===== src/rtl/uart_tx_arbiter_if.sv =====
// Bundle between the byte-producing requesters, the arbiter and the UARTTx
// transmitter.
//   Req/ReqData : per-requester pending flag and byte (slice i = [8i+7:8i])
//   Ack         : one-cycle pulse, requester's byte accepted by UARTTx
//   Grant       : one-hot current owner of the transmitter, 0 when idle
//   LoadTx      : load strobe to UARTTx
//   TxData      : captured byte to UARTTx DataIn
//   TxBusy      : UARTTx busy flag (BitClk domain, asynchronous)
//   Busy        : arbiter not idle
//   Timeout     : one-cycle pulse, load abandoned
// master = requester/transmitter side, slave = arbiter.
interface uart_tx_arbiter_if #(
  parameter int NUM_REQ = 4
);
  logic [NUM_REQ-1:0]   Req;
  logic [8*NUM_REQ-1:0] ReqData;
  logic [NUM_REQ-1:0]   Ack;
  logic [NUM_REQ-1:0]   Grant;
  logic                 LoadTx;
  logic [7:0]           TxData;
  logic                 TxBusy;
  logic                 Busy;
  logic                 Timeout;

  modport master (
    output Req, ReqData, TxBusy,
    input  Ack, Grant, LoadTx, TxData, Busy, Timeout
  );

  modport slave (
    input  Req, ReqData, TxBusy,
    output Ack, Grant, LoadTx, TxData, Busy, Timeout
  );
endinterface


===== src/rtl/uart_tx_arbiter.sv =====
// Round-robin arbiter sharing one UARTTx among NUM_REQ requesters.
// A winner is picked in IDLE, its byte captured, and LoadTx held until the
// synchronized TxBusy is seen (or LOAD_TIMEOUT cycles elapse). The grant is
// then held until the frame finishes.
// Ports:
//   Clk   : system clock, all state on rising edge
//   Reset : synchronous, active-high
//   bus   : uart_tx_arbiter_if.slave (request/ack/grant/UARTTx signals)
module uart_tx_arbiter #(
  parameter int NUM_REQ      = 4,
  parameter int LOAD_TIMEOUT = 1024
) (
  input  logic             Clk,
  input  logic             Reset,
  uart_tx_arbiter_if.slave bus
);

  localparam int LW = $clog2(NUM_REQ);
  localparam int CW = $clog2(LOAD_TIMEOUT + 1);

  typedef enum logic [1:0] {IDLE, LOAD, BUSY} state_t;

  state_t             state, stateNext;
  logic [1:0]         busySync;
  logic               txBusyS;
  logic [LW-1:0]      last;
  logic [LW-1:0]      grantIdx;
  logic [NUM_REQ-1:0] grant;
  logic [NUM_REQ-1:0] ack;
  logic [7:0]         txData;
  logic               timeout;
  logic [CW-1:0]      loadCnt;
  logic               loadDone;
  logic               winValid;
  logic [LW-1:0]      winIdx;
  logic               loadTx;
  logic               busy;

  // TxBusy comes from the BitClk domain; only the synchronized copy is used.
  always_ff @(posedge Clk) begin
    if (Reset) busySync <= 2'b00;
    else       busySync <= {busySync[0], bus.TxBusy};
  end
  assign txBusyS = busySync[1];

  // Round-robin search starting just after the last served requester.
  always_comb begin
    int sum;
    logic [LW-1:0] idx;
    sum      = 0;
    idx      = '0;
    winValid = 1'b0;
    winIdx   = '0;
    for (int k = 1; k <= NUM_REQ; k++) begin
      sum = int'(last) + k;
      if (sum >= NUM_REQ) sum = sum - NUM_REQ;
      idx = LW'(sum);
      if (!winValid && bus.Req[idx]) begin
        winValid = 1'b1;
        winIdx   = idx;
      end
    end
  end

  assign loadDone = (loadCnt == CW'(LOAD_TIMEOUT - 1));

  // FSM: state register
  always_ff @(posedge Clk) begin
    if (Reset) state <= IDLE;
    else       state <= stateNext;
  end

  // FSM: next state
  always_comb begin
    stateNext = state;
    case (state)
      IDLE:    if (winValid && !txBusyS) stateNext = LOAD;
      LOAD:    if (txBusyS)              stateNext = BUSY;
               else if (loadDone)        stateNext = IDLE;
      BUSY:    if (!txBusyS)             stateNext = IDLE;
      default:                           stateNext = IDLE;
    endcase
  end

  // FSM: decoded outputs
  always_comb begin
    loadTx = (state == LOAD);
    busy   = (state != IDLE);
  end

  // Grant, captured byte, pointer, timeout counter and the two pulses.
  always_ff @(posedge Clk) begin
    if (Reset) begin
      grant    <= '0;
      grantIdx <= '0;
      txData   <= '0;
      ack      <= '0;
      timeout  <= 1'b0;
      loadCnt  <= '0;
      last     <= LW'(NUM_REQ - 1);
    end else begin
      ack     <= '0;
      timeout <= 1'b0;
      case (state)
        IDLE: begin
          loadCnt <= '0;
          if (winValid && !txBusyS) begin
            grant    <= NUM_REQ'(1) << winIdx;
            grantIdx <= winIdx;
            txData   <= bus.ReqData[{winIdx, 3'b000} +: 8];
          end
        end
        LOAD: begin
          if (txBusyS) begin
            ack <= grant;
          end else if (loadDone) begin
            // Abandoned load: no Ack and the pointer stays where it was.
            timeout <= 1'b1;
            grant   <= '0;
          end else begin
            loadCnt <= loadCnt + 1'b1;
          end
        end
        BUSY: begin
          if (!txBusyS) begin
            grant <= '0;
            last  <= grantIdx;
          end
        end
        default: ;
      endcase
    end
  end

  assign bus.Grant   = grant;
  assign bus.Ack     = ack;
  assign bus.TxData  = txData;
  assign bus.Timeout = timeout;
  assign bus.LoadTx  = loadTx;
  assign bus.Busy    = busy;

endmodule


===== src/flat_wrapper.sv =====
// flat-port wrapper written by rule: the top's interface ports become plain ports
module uart_tx_arbiter_flat 
#(
  parameter int NUM_REQ      = 4,
  parameter int LOAD_TIMEOUT = 1024
)
  (Clk, Reset, bus_Req, bus_ReqData, bus_TxBusy, bus_Ack, bus_Grant, bus_LoadTx, bus_TxData, bus_Busy, bus_Timeout);
  uart_tx_arbiter_if #(.NUM_REQ(NUM_REQ)) bus_i ();
  input  logic Clk;
  input  logic Reset;
  input wire logic [$bits(bus_i.Req)-1:0] bus_Req;
  input wire logic [$bits(bus_i.ReqData)-1:0] bus_ReqData;
  input wire logic [$bits(bus_i.TxBusy)-1:0] bus_TxBusy;
  output wire logic [$bits(bus_i.Ack)-1:0] bus_Ack;
  output wire logic [$bits(bus_i.Grant)-1:0] bus_Grant;
  output wire logic [$bits(bus_i.LoadTx)-1:0] bus_LoadTx;
  output wire logic [$bits(bus_i.TxData)-1:0] bus_TxData;
  output wire logic [$bits(bus_i.Busy)-1:0] bus_Busy;
  output wire logic [$bits(bus_i.Timeout)-1:0] bus_Timeout;
  assign bus_i.Req = bus_Req;
  assign bus_i.ReqData = bus_ReqData;
  assign bus_i.TxBusy = bus_TxBusy;
  assign bus_Ack = bus_i.Ack;
  assign bus_Grant = bus_i.Grant;
  assign bus_LoadTx = bus_i.LoadTx;
  assign bus_TxData = bus_i.TxData;
  assign bus_Busy = bus_i.Busy;
  assign bus_Timeout = bus_i.Timeout;
  uart_tx_arbiter #(.NUM_REQ(NUM_REQ), .LOAD_TIMEOUT(LOAD_TIMEOUT)) u_core (.Clk(Clk), .Reset(Reset), .bus(bus_i));
endmodule

===== config.mk =====
export PLATFORM = sky130hd
export DESIGN_NAME = uart_tx_arbiter_flat
export DESIGN_NICKNAME = d
export VERILOG_FILES = /design/src/rtl/uart_tx_arbiter_if.sv /design/src/rtl/uart_tx_arbiter.sv /design/src/flat_wrapper.sv
export SDC_FILE = /design/constraint.sdc
export NUM_CORES = 1
export LEC_CHECK = 0
export ABC_AREA = 1
export BUFFER_PORTS_ARGS = -buffer_cell sky130_fd_sc_hd__buf_2
export CORE_MARGIN = 5
export CORE_UTILIZATION = 55
export DETAILED_ROUTE_END_ITERATION = 16
export GPL_TIMING_DRIVEN = 0
export PLACE_DENSITY = 0.82
export SKIP_CTS_REPAIR_TIMING = 1
export SYNTH_ARGS = -nofsm -noshare
export SYNTH_HDL_FRONTEND = slang
export SYNTH_SLANG_ARGS = --single-unit

===== constraint.sdc =====
create_clock -name Clk -period 3.5 [get_ports Clk]
set_input_delay 0.175 -clock Clk [delete_from_list [all_inputs] [get_ports Clk]]
set_output_delay 0.175 -clock Clk [all_outputs]
set_load 0.005 [all_outputs]

==> qor_table.md <==
| Step | Result | Reported |
|:---|:---|:---|
| power | Reg power frac | 23.3% |
| cells and area | Core occupancy in the finished layout | 69.1% |
| power | Switching share of power | 47.8% |
| critical path | CP Max Fanout | 10 |
| drt | Per-cell routed wire length | 11.7 um |
| sta | Final setup violating endpoints | 0 |
| yosys | Synth top area cells | sky130_fd_sc_hd__dfxtp_1, sky130_fd_sc_hd__nand2_1, sky130_fd_sc_hd__inv_1 |
| yosys | Nets in the synthesized netlist | 419 |
| grt | Pin count of the biggest net entering global routing | 13 |
| die | Chip Width | 75.6 um |
| sta | Post-Route Skew | 0.00963 ns |
| critical path | Data required, critical path | 3.68 ns |
| clock tree | Number of levels in the clock H-tree | 2 |
| die | Effective utilization at floorplan | 58.0% |
| drt | Count of antenna-violating nets left after detailed routing | 0 |
| critical path | Worst reg2reg setup slack | 1.32 ns |
| clock tree | Number of buffers created by CTS | 5 |
| grt | First-pass GRT wire length | 9560 um |
| drt | Total Routed Length | 5720 um |
| grt | Global-route total usage across every layer | 21.3% |
| cells and area | Filler instances | 366 |
| sta | TNS Setup | 0 ns |
| critical path | Number of buffers and inverters on the critical path | 2 |
| critical path | Crit-path max cell delay | 0.38 ns |
| drt | Drt first pass iters | 4 |
| sta | Final worst hold slack | 0.0832 ns |
| yosys | Top-area cell type share of the netlist area | 30.4% |
| sta | Final setup slack of the worst path | 1.32 ns |
| yosys | Number of flip-flops and latches in the synthesized netlist | 36 |
| power | VDD IR-drop max | 0.399 mV |
| power | Switching component of the power | 1.12 mW |
| yosys | Cell Area, Synth | 2370 um^2 |
| sta | Max transition margin | 68.5% |
| clock tree | Reg clk slew, reported paths | 0.08 ns |
| flow run | Max-capacitance violation count | 0 |
| power | Clock network fraction of design power | 15.4% |
| clock tree | Clock tree from TritonCTS | done |
| critical path | Most frequent cell on the critical path | sky130_fd_sc_hd__nor3_1 |
| yosys | Post-synthesis cell type count | 28 |
| power | Power Density | 832 nW/um^2 |
| sta | Peak Freq | 0.459 GHz |
| run status | Outcome | finished, final reports clean |
| grt | Initial antenna violation count | 0 |
| yosys | Async set or reset register ratio after synthesis | 0% |
| cells and area | Area growth from synthesis to layout | 19.2% |
| clock tree | Skew-Pair Late Insertion Delay | 0.29 ns |
| cells and area | Multi-input gate area | 1390 um^2 |
| clock tree | Clock tree buffer depth | 2 |
| yosys | Sequential fraction of the synthesis area | 30.4% |
| cells and area | FF+latch area | 721 um^2 |
| power | Leakage | 1.46 nW |
| critical path | Crit path launch type | flop |
| drt | Total via count after detailed routing | 2527 |
| sta | Post-layout min period | 2.18 ns |
| cells and area | Final standard cell count with taps included and fillers excluded | 490 |
| sta | Transition time at the pin with the least slew margin | 0.470 ns |
| cells and area | ANT cells | 0 |
| critical path | Master of the slowest instance on the critical path | sky130_fd_sc_hd__dfxtp_1 |
| drt | Ratio of routed vias to standard cells | 5.16 |
| critical path | Worst-path cell chain | ha_1 > inv_1 > nor3_1 > nand4_1 > nand3_1 > nand2_1 > clkbuf_1 > a21oi_1 > nor3_1 |
| power | Power Internal | 1.23 mW |
| clock tree | Cell at the root of the clock tree | sky130_fd_sc_hd__clkbuf_8 |
| sta | Final clock period utilization by the worst path | 62.3% |
| placement | Cell total after placement | 482 |
| die | Core ar. | 4090 um^2 |
| power | Power share of the combinational group | 61.3% |
| critical path | Kind of capture point of the worst setup path | flop |
| critical path | Critical path arrival | 2.36 ns |
| drt | Residual DRC | 0 |
| sta | RSZ-0062 raised after global routing | false |
| critical path | Cell type group with the largest total delay on the critical path | simple AND/OR/NAND/NOR gates |
| die | Floorplan die height | 75.6 um |
| die | Die area | 5720 um^2 |
| cells and area | Share of post-route cells with drive strength above 1 | 21.8% |
| power | Tot Pwr | 2.35 mW |
| die | Num ports | 58 |
| sta | Hold violation count in the final report | 0 |
| placement | Total half-perimeter wirelength after legalization and detailed placement | 4480 um |
| placement | Final GP Congestion | 0.901 |
| yosys | Predominant post-synthesis flop cell | sky130_fd_sc_hd__dfxtp_1 |
| clock tree | Number of sinks on the clock net | 36 |
| cells and area | Non-Filler Cell Area, Final | 2820 um^2 |
| grt | Leftover overflow at the end of global routing | 0 |
| placement | Number of buffers added on ports | 56 |
| die | Placement row count | 23 |
| yosys | Top cell type by total area after synthesis | sky130_fd_sc_hd__dfxtp_1 |
| worst hold path | Hold Crit Class | in2reg |
| sta | Count of final max-slew check failures | 0 |
| placement | Pre-CTS WS | 1.41 ns |
| yosys | Number of enable-type register cells in the synthesized netlist | 0 |
| grt | Vias in the first global route | 2315 |
| cells and area | # nets final | 482 |
| yosys | Synth warn | 0 |
| yosys | Post-Syn Area per Cell | 6.30 um^2 |
| critical path | Type of the setup path with the least slack | reg2reg |
| drt | Violation count after the first detailed-routing iteration | 111 |
| placement | Placed Instance Area | 2710 um^2 |
| yosys | Number of cells produced by synthesis | 376 |
## cell usage in the layout, fill, tap and decap left out, types with 3 or more instances in the layout
cell type	synthesis	final
sky130_fd_sc_hd__a21oi_1	18	18
sky130_fd_sc_hd__buf_2	3	59
sky130_fd_sc_hd__buf_6	3	3
sky130_fd_sc_hd__clkbuf_1	6	6
sky130_fd_sc_hd__clkbuf_8	0	5
sky130_fd_sc_hd__dfxtp_1	36	36
sky130_fd_sc_hd__ha_1	4	4
sky130_fd_sc_hd__inv_1	41	41
sky130_fd_sc_hd__inv_2	4	4
sky130_fd_sc_hd__nand2_1	136	136
sky130_fd_sc_hd__nand2_2	8	8
sky130_fd_sc_hd__nand3_1	28	28
sky130_fd_sc_hd__nand3_4	3	3
sky130_fd_sc_hd__nand4_1	22	22
sky130_fd_sc_hd__nor2_1	29	29
sky130_fd_sc_hd__nor3_1	5	5
sky130_fd_sc_hd__o21a_1	6	6
sky130_fd_sc_hd__o21ai_0	6	6
sky130_fd_sc_hd__or2_2	3	3
## cells in the mapped netlist (4+ instances only)
master                       n
sky130_fd_sc_hd__inv_1      41
sky130_fd_sc_hd__nand4_1    22
sky130_fd_sc_hd__nand2_1   136
sky130_fd_sc_hd__nand3_1    28
sky130_fd_sc_hd__nor3_1      5
sky130_fd_sc_hd__dfxtp_1    36
sky130_fd_sc_hd__o21ai_0     6
sky130_fd_sc_hd__clkbuf_1    6
sky130_fd_sc_hd__nor2_1     29
sky130_fd_sc_hd__ha_1        4
sky130_fd_sc_hd__nand2_2     8
sky130_fd_sc_hd__a21oi_1    18
sky130_fd_sc_hd__o21a_1      6
sky130_fd_sc_hd__inv_2       4
## area by class of cell
| type | instances | area share [%] |
|---|---|---|
| plain buffers | 14 | 3.06 |
| clock buffers | 5 | 2.44 |
| clock inverters | 3 | 1.51 |
| inverters | 45 | 5.98 |
| multi-input cells | 281 | 49.3 |
| flip-flops and latches | 36 | 25.5 |
| well taps | 50 | 2.22 |
| repair buffers | 56 | 9.93 |
## power by group through the flow
| stage | clock network, mW | registers (mW) | logic [mW] |
|---|---|---|---|
| global route | 0.389 | 0.557 | 1.64 |
| detailed placement | 0 | 0.554 | 1.44 |
| finish | 0.362 | 0.548 | 1.44 |
| global placement | 0 | 0.553 | 1.41 |
| CTS | 0.365 | 0.547 | 1.44 |
| floorplan | 0 | 0.553 | 1.11 |
## final timing paths
path,from,end,cells past startpoint
min reg2reg,u_core.busySync[0],u_core.busySync[1],2
min,bus_TxBusy,u_core.busySync[0],3
max reg2reg,u_core.loadCnt[0],u_core.loadCnt[2],9
max,u_core.loadCnt[0],u_core.loadCnt[2],9
## tightest hold or removal path, delay by kind of cell
family        cells  cell delay, ns
buf+inv           2            0.13
simple gates      1            0.03
## state kept, by name (all words and copies together), names as in the netlist
| name | count |
|---|---|
| u_core.bus.Timeout | 1 |
| u_core.state | 2 |
| u_core.bus.Grant | 4 |
| u_core.bus.Ack | 4 |
| u_core.grantIdx | 2 |
| u_core.busySync | 2 |
| u_core.loadCnt | 11 |
| u_core.bus.TxData | 8 |
| u_core.last | 2 |
## per-layer routing
layer  vias to the layer above  part of all wire [%]  track usage [%]
li1                       1327                     -                -
met1                      1140                    44             24.7
met2                        48                    49             38.9
met3                        12                   4.7             4.49
met4                         0                   1.5             6.21
met5                         -                     0                0
## logic make-up (layout without fill, tap and decap cells)
group / count (synthesis) / in the layout / synth area share, %
and+or+nand+nor: 241 / 241 / 47.3
buffers and inverters: 59 / 123 / 10.8
DFF: 36 / 36 / 30.4
AOI/OAI and AO/OA: 34 / 34 / 8.61
adders and majority gates: 4 / 4 / 2.11
xor gates and xnor gates: 2 / 2 / 0.740
Note: power is estimated with default switching activity, not from simulation.
